### src/rtl/writeback_if.sv
// writeback_if: execute/decode-facing bundle of the writeback stage; retire count only with WB_RETIRE_CNT_EN
`ifndef W_RD
`define W_RD 4
`endif
`ifndef WORD
`define WORD 32
`endif
interface writeback_if
`ifdef WB_RETIRE_CNT_EN
  #(parameter int CNT_W = 32)
`endif
  ;
  logic v_i;
  logic stall_o;
  logic wb_i;
  logic [`W_RD-1:0] rd_num_i;
  logic [`WORD-1:0] rd_data_i;
  logic [`W_RD-1:0] ra_num_i;
  logic [`WORD-1:0] ra_data_o;
  logic [`W_RD-1:0] rb_num_i;
  logic [`WORD-1:0] rb_data_o;
  logic ready_o;
`ifdef WB_RETIRE_CNT_EN
  logic [CNT_W-1:0] retire_cnt_o;
`endif
  modport slave(
    input v_i, wb_i, rd_num_i, rd_data_i, ra_num_i, rb_num_i,
    output stall_o, ra_data_o, rb_data_o, ready_o
`ifdef WB_RETIRE_CNT_EN
    , output retire_cnt_o
`endif
  );
  modport master(
    output v_i, wb_i, rd_num_i, rd_data_i, ra_num_i, rb_num_i,
    input stall_o, ra_data_o, rb_data_o, ready_o
`ifdef WB_RETIRE_CNT_EN
    , input retire_cnt_o
`endif
  );
endinterface

### src/rtl/writeback.sv
// writeback: final stage owning the register file, with post-reset clearing sweep; retire counter via WB_RETIRE_CNT_EN
`ifndef W_RD
`define W_RD 4
`endif
`ifndef WORD
`define WORD 32
`endif
module writeback #(
  parameter int NREG = 1 << `W_RD
`ifdef WB_RETIRE_CNT_EN
  , parameter int CNT_W = 32
`endif
) (
  input logic clk,
  input logic rst,
  writeback_if.slave bus
);
  typedef enum logic {INIT, RUN} state_t;
  state_t r_state;
  logic r_stall, r_ready;
  logic [`W_RD-1:0] r_ptr;
  logic [`WORD-1:0] r_rf [NREG];
  logic w_run, w_wr, w_we, w_rd_ok, w_ra_ok, w_rb_ok;
  logic [`W_RD-1:0] w_waddr;
  assign w_run = r_state == RUN;
  assign w_wr = bus.v_i & bus.wb_i;
  assign w_rd_ok = 32'(bus.rd_num_i) < NREG;
  assign w_ra_ok = 32'(bus.ra_num_i) < NREG;
  assign w_rb_ok = 32'(bus.rb_num_i) < NREG;
  // the sweep shares the single write port with retiring results
  assign w_we = rst & (w_run ? w_wr & w_rd_ok : 1'b1);
  assign w_waddr = w_run ? bus.rd_num_i : r_ptr;
  always_ff @(posedge clk)
    if (w_we) r_rf[w_waddr] <= w_run ? bus.rd_data_i : '0;
  always_ff @(posedge clk)
    if (!rst) begin
      r_state <= INIT;
      r_ptr <= '0;
      r_stall <= 1'b1;
      r_ready <= 1'b0;
    end else if (!w_run) begin
      r_ptr <= r_ptr + 1'b1;
      if (32'(r_ptr) == NREG - 1) begin
        r_state <= RUN;
        r_stall <= 1'b0;
        r_ready <= 1'b1;
      end
    end
  assign bus.stall_o = r_stall;
  assign bus.ready_o = r_ready;
  assign bus.ra_data_o = !(w_run && w_ra_ok) ? '0 :
                         (w_wr && bus.rd_num_i == bus.ra_num_i) ? bus.rd_data_i : r_rf[bus.ra_num_i];
  assign bus.rb_data_o = !(w_run && w_rb_ok) ? '0 :
                         (w_wr && bus.rd_num_i == bus.rb_num_i) ? bus.rd_data_i : r_rf[bus.rb_num_i];
`ifdef WB_RETIRE_CNT_EN
  logic [CNT_W-1:0] r_cnt;
  always_ff @(posedge clk)
    r_cnt <= !rst ? '0 : r_cnt + CNT_W'(w_run & bus.v_i);
  assign bus.retire_cnt_o = r_cnt;
`endif
endmodule

### src/flat_wrapper.sv
// flat-port wrapper written by rule: the top's interface ports become plain ports
module writeback_flat 
#(
  parameter int NREG = 1 << `W_RD

)
  (clk, rst, bus_v_i, bus_wb_i, bus_rd_num_i, bus_rd_data_i, bus_ra_num_i, bus_rb_num_i, bus_stall_o, bus_ra_data_o, bus_rb_data_o, bus_ready_o);
  writeback_if bus_i ();
  input logic clk;
  input logic rst;
  input wire logic [$bits(bus_i.v_i)-1:0] bus_v_i;
  input wire logic [$bits(bus_i.wb_i)-1:0] bus_wb_i;
  input wire logic [$bits(bus_i.rd_num_i)-1:0] bus_rd_num_i;
  input wire logic [$bits(bus_i.rd_data_i)-1:0] bus_rd_data_i;
  input wire logic [$bits(bus_i.ra_num_i)-1:0] bus_ra_num_i;
  input wire logic [$bits(bus_i.rb_num_i)-1:0] bus_rb_num_i;
  output wire logic [$bits(bus_i.stall_o)-1:0] bus_stall_o;
  output wire logic [$bits(bus_i.ra_data_o)-1:0] bus_ra_data_o;
  output wire logic [$bits(bus_i.rb_data_o)-1:0] bus_rb_data_o;
  output wire logic [$bits(bus_i.ready_o)-1:0] bus_ready_o;
  assign bus_i.v_i = bus_v_i;
  assign bus_i.wb_i = bus_wb_i;
  assign bus_i.rd_num_i = bus_rd_num_i;
  assign bus_i.rd_data_i = bus_rd_data_i;
  assign bus_i.ra_num_i = bus_ra_num_i;
  assign bus_i.rb_num_i = bus_rb_num_i;
  assign bus_stall_o = bus_i.stall_o;
  assign bus_ra_data_o = bus_i.ra_data_o;
  assign bus_rb_data_o = bus_i.rb_data_o;
  assign bus_ready_o = bus_i.ready_o;
  writeback #(.NREG(NREG)) u_core (.clk(clk), .rst(rst), .bus(bus_i));
endmodule
### config.mk
export PLATFORM = sky130hd
export DESIGN_NAME = writeback_flat
export DESIGN_NICKNAME = d
export VERILOG_FILES = /design/src/rtl/writeback_if.sv /design/src/rtl/writeback.sv /design/src/flat_wrapper.sv
export SDC_FILE = /design/constraint.sdc
export NUM_CORES = 1
export LEC_CHECK = 0
export ABC_CLOCK_PERIOD_IN_PS = 4100
export CAP_MARGIN = 0
export CORE_ASPECT_RATIO = 0.75
export CORE_MARGIN = 3
export CORE_UTILIZATION = 40
export DETAILED_ROUTE_END_ITERATION = 6
export PLACE_DENSITY_LB_ADDON = 0.3
export REMOVE_ABC_BUFFERS = 1
export SYNTH_ARGS = -nofsm -noshare
export SYNTH_HDL_FRONTEND = slang
export SYNTH_SLANG_ARGS = --single-unit
### constraint.sdc
create_clock -name clk -period 4.1 [get_ports clk]
set_input_delay 1.23 -clock clk [delete_from_list [all_inputs] [get_ports clk]]
set_output_delay 1.23 -clock clk [all_outputs]
set_load 0.05 [all_outputs]
### Word-level counts from Yosys, hierarchy flattened

Memory sizes are Yosys's and may differ from the RTL's.
Index checks and enable logic that the tools add are counted.

* bits in registers: 7
* output and inout port bits: 66
* bits of input ports: 48
* RAM bits: 512
* memories kept: 1
* logic and storage cells: 26

Memory list
* u_core.r_rf: depth 16, bits a word 32, read ports 2, clocked after memory_dff 0, wr ports 1, line writeback.sv:22 `` logic [`WORD-1:0] r_rf [NREG]; ``

* muxes and demuxes: 11
* equal/unequal tests: 3
* $add $sub $neg: 1
* reductions and logical operators: 3
* bitwise operators: 3

Operator list (number)
* 32-bit 2-to-1 mux: 5
* 4-bit equality test: 2
* 1-bit 2-to-1 mux: 5
* 4-bit by 1-bit adder with 4-bit output, second input constant: 1
* 4-bit equality test, second input constant: 1
* 4-bit 2-to-1 mux: 1
* 1-bit AND: 2
* 1-bit logical AND: 2
* 2-bit AND reduction: 1
* 1-bit NOT: 1

### Longest topological paths before layout

* depth after elaboration: 5
* depth in mapped cells: 7
* depth with buffers taken out: 4

### Worst setup path before layout

No wires, ideal clock.

* path kind: in2out
* start point: input bus_ra_num_i[0]
* end point: output bus_ra_data_o[10]
* stages on the path: 7
* setup slack: -0.261 ns
* buffers on the path: 4
* arrival time: 3.131 ns
* data required time: 2.870 ns
* cells stage by stage: buf_2 > buf_6 > buf_6 > o221a_2 > a31o_2 > buf_2 > o22ai_1

* word-level cells in the longest chain between the ends: 4
* elaborated cells between the ends (all ways): 5
* classes of those cells: 1 x eq/ne; 2 x mux; 1 x reduce/logical; 1 x memory

RTL lines
* start, declared: line flat_wrapper.sv:15 `input wire logic [$bits(bus_i.ra_num_i)-1:0] bus_ra_num_i;`
* branches (longest 2 deep; another with memory read 16 x 32 bit)
* 32-bit 2-to-1 mux (*): line writeback.sv:52 `(w_wr && bus.rd_num_i == bus.ra_num_i) ? bus.rd_data_i : r_rf[bus.ra_num_i];`
* 32-bit 2-to-1 mux (*): line writeback.sv:51 `assign bus.ra_data_o = !(w_run && w_ra_ok) ? '0 :`
* end, declared: line flat_wrapper.sv:18 `output wire logic [$bits(bus_i.ra_data_o)-1:0] bus_ra_data_o;`

Every way passes the cells marked *.

### Worst setup path in the final report

* start point: input bus_rb_num_i[0]
* end point: output bus_rb_data_o[9]

* word-level cells in the longest chain between the ends: 4
* elaborated cells between the ends (all ways): 5
* classes of those cells: 1 x eq/ne; 2 x mux; 1 x reduce/logical; 1 x memory

RTL lines
* start, declared: line flat_wrapper.sv:16 `input wire logic [$bits(bus_i.rb_num_i)-1:0] bus_rb_num_i;`
* branches (longest 2 deep; another with memory read 16 x 32 bit)
* 32-bit 2-to-1 mux (*): line writeback.sv:54 `(w_wr && bus.rd_num_i == bus.rb_num_i) ? bus.rd_data_i : r_rf[bus.rb_num_i];`
* 32-bit 2-to-1 mux (*): line writeback.sv:53 `assign bus.rb_data_o = !(w_run && w_rb_ok) ? '0 :`
* end, declared: line flat_wrapper.sv:19 `output wire logic [$bits(bus_i.rb_data_o)-1:0] bus_rb_data_o;`

Marked as above.

==> results.md <==
- Hold buffers post-CTS: 0
- Top-count cell post-synth: edfxtp_1
- Sw Ratio: 22.6%
- Cell count after placement: 2,261
- HP Class: reg2reg
- Crit path time final: 4.16 ns
- Total Wirelength: 74,200 um
- H-tree depth: 2
- Final core utilization: 53.6%
- Layout cells sized above 1: approximately half
- Slew headroom: 27.7%
- Fmax: 240 MHz
- Largest area contributor in the netlist: edfxtp_1
- Cell Area, Synth: 0.0243 mm^2
- Die height: approximately 220 um
- GP Congestion: 0.797
- Share of async-settable or async-resettable flops after synthesis: 0%
- Arr. time, crit path: 2.93 ns
- Power density over the cells: ~370 mW/mm^2
- Top-area cell type share of the netlist area: 63.3%
- DR iter-0 viols: 1,665
- Area Growth Syn to Fin: 31.4%
- Clock transition at path regs: ~0.070 ns
- Worst-margin pin slew: 1.08 ns
- Yosys reg bits: 519
- NumNets Final: 1,638
- Number of synthesized flops with an enable pin: between 500 and 600
- Non-Filler Instances: about 2,400
- Crit path capture type: output port
- DRC violations left: 0
- Final Skew: 0.0263 ns
- Yosys Warn Count: 0
- Largest net degree at the start of global routing: 33
- Fin. Hold Viols: 0
- Hold Slack: roughly 0.46 ns
- First-pass GRT wire length: 107,000 um
- Worst Setup Slack, final: -0.0607 ns
- Initial core utilization: 40.8%
- Mapped Cells: 1,282
- Max Slew Vio Count: 0
- Period Utilization, post-route: 101%
- Clock power share: 40.0%
- Clock Sinks: between 500 and 600
- Req. time, crit path: 2.87 ns
- Final setup viols: 9
- Reg2reg setup slack: 1.31 ns
- TritonCTS clock tree: yes
- Row cnt: 77
- Dpl cell area: 0.0285 mm^2
- Worst R2R End: u_core.r_rf[7][12]$_DFFE_PP_
- Final Cell Area: 0.0319 mm^2
- CTS Buf Count: between 50 and 60
- Part of the power in registers: 49.7%
- Antenna violations before repair: 1
- Worst r2r src: u_core.r_state$_SDFF_PN0_
- Critical path type: in2out
- Root buf cell: clkbuf_16
- Int Power: ~9 mW
- Main synth FF type: edfxtp_1
- CP Launch Point: bus_rb_num_i[0]
- CP Capture Point: bus_rb_data_o[9]
- Post-route ant nets: 0
- Worst Setup Start Kind: primary input
- Die X: 291 um
- Core area: 0.0595 mm^2
- Gr usage total: 23.0%
- Synth top cells by count: edfxtp_1 (512), mux4_2 (256), a22o_1 (128)
- Worst Setup Slack post-DPL: -0.378 ns
- GR Overflow Total: 0
- Vias per cell: roughly 6.2
- Worst-path fanout max: 6
- Failing checks: negative setup slack
- Synthesized area per cell: 19.0 um^2
- Register area share after synthesis: approximately 64%
- Routed len/inst: 30.6 um
- Vias in the first global route: around 15,000
- Design Power: 11.8 mW
- Count of different cell masters after synthesis: 39
- DIE AREA: about 0.064 mm^2
- Switching power of the nets: about 2.7 mW
- RSZ-0062 raised after global routing: yes
- MaxCap Viol Count: 0
- Top post-synthesis cells by area: edfxtp_1 (63%), mux4_2 (24%), a22o_1 (4.6%)
- Peak supply drop: 0.295 mV
- First-pass detailed-route iteration total: 5
- Port Buffers: about 110
- Leakage: around 11 nW
- Hpwl dp: 43,500 um
- Status: finished with violations
- Clock Tree Buf Depth: 3
- Vias after detailed routing: approximately 15,000
- Setup_tns: -0.119 ns
- Combinational power share: 10.2%
- IO Pins: 114
- Clk_lat worst skew: around 0.6 ns
- Number of antenna diodes: 0
- Cells on worst reg2reg path: 5
registers in the layout, summed over array words and instances (netlist names):
| name | count |
|---|---|
| u_core.r_ptr | 4 |
| u_core.r_state | 1 |
| u_core.bus.stall_o | 1 |
| u_core.r_rf | 512 |
| u_core.bus.ready_o | 1 |
routing by layer:
metal	up-vias	routed length, um	global-route usage (%)
li1	6137	-	-
met1	7995	31100	33.8
met2	841	33800	35.3
met5	-	0	0
met3	109	7800	5.23
met4	0	1460	5.40
area by class of cell:
cell class                 instances  area, um^2
fill                            4600       27600
sequential                       519       15500
multi-input combinational        619        8970
timing repair buffer             359        4650
clock buffer                      60        1370
tap                              790         988
clock inverter                    38         297
inverter                          37         139
logic make-up (layout without fill, tap and decap cells):
kind of cell               after synthesis  after routing  share of synthesized area [%]
muxes                                  258            258                           23.8
DFF                                    519            519                           63.8
AOI/OAI and AO/OA                      206            206                           6.73
buffers and inverters                  144            494                           2.80
adders and majority gates                1              1                         0.0515
and+or+nand+nor                        146            146                           2.48
xor gates and xnor gates                 8              8                          0.288
how the worst min path moves through the flow:
stage          slack [ns]                               to  cells past startpoint                       startpoint
2_1_floorplan        0.49        u_core.r_state$_SDFF_PN0_                      2     u_core.r_ptr[3]$_SDFFE_PN0N_
3_3_place_gp         0.44  u_core.bus.stall_o$_SDFFE_PN1P_                      2  u_core.bus.stall_o$_SDFFE_PN1P_
3_5_place_dp         0.44  u_core.bus.stall_o$_SDFFE_PN1P_                      2  u_core.bus.stall_o$_SDFFE_PN1P_
4_1_cts              0.46  u_core.bus.stall_o$_SDFFE_PN1P_                      2  u_core.bus.stall_o$_SDFFE_PN1P_
5_1_grt              0.47  u_core.bus.ready_o$_SDFFE_PN0P_                      2  u_core.bus.ready_o$_SDFFE_PN0P_
6_report             0.46  u_core.bus.stall_o$_SDFFE_PN1P_                      2  u_core.bus.stall_o$_SDFFE_PN1P_
repair_timing:
action | in CTS | in global routing
resized for setup | 170 | 66
endpoints found under the setup margin | 64 | 60
buffers inserted | 16 | 34
pin swaps | 25 | 46
gates cloned | 13 | 6
cell usage in the layout, fill, tap and decap left out, drive strengths merged, types with 3 or more instances in the layout:
master,netlist,routed
mux4,256,256
dlygate4sd2,0,3
buf,56,304
o22ai,64,64
edfxtp,512,512
clkbuf,51,77
nor2b,6,6
dfxtp,7,7
clkdlybuf4s50,0,35
bufinv,0,4
xnor2,7,7
nor2,86,86
inv,37,38
a22o,128,128
nand2,38,38
clkinv,0,32
nand3,5,5
and2,4,4
worst max-delay path, stage by stage:
cell and delay (ns):
clkbuf_16 0.17, buf_12 0.15, buf_4 0.11, mux4_2 0.49, a22o_1 0.24, nor2_1 0.11
buf_4 0.17, o22ai_4 0.08, buf_12 0.16
power by group through the flow:
stage / Sequential (mW) / Combinational [mW] / Clock, mW
floorplan: 5.95 / 0.459 / 0
global placement: 5.95 / 1.04 / 0
detailed placement: 5.95 / 1.05 / 0
CTS: 5.84 / 1.14 / 4.77
finish: 5.84 / 1.20 / 4.70
global route: 5.85 / 1.26 / 5.01
No activity file was read; power rests on OpenSTA's default activity.
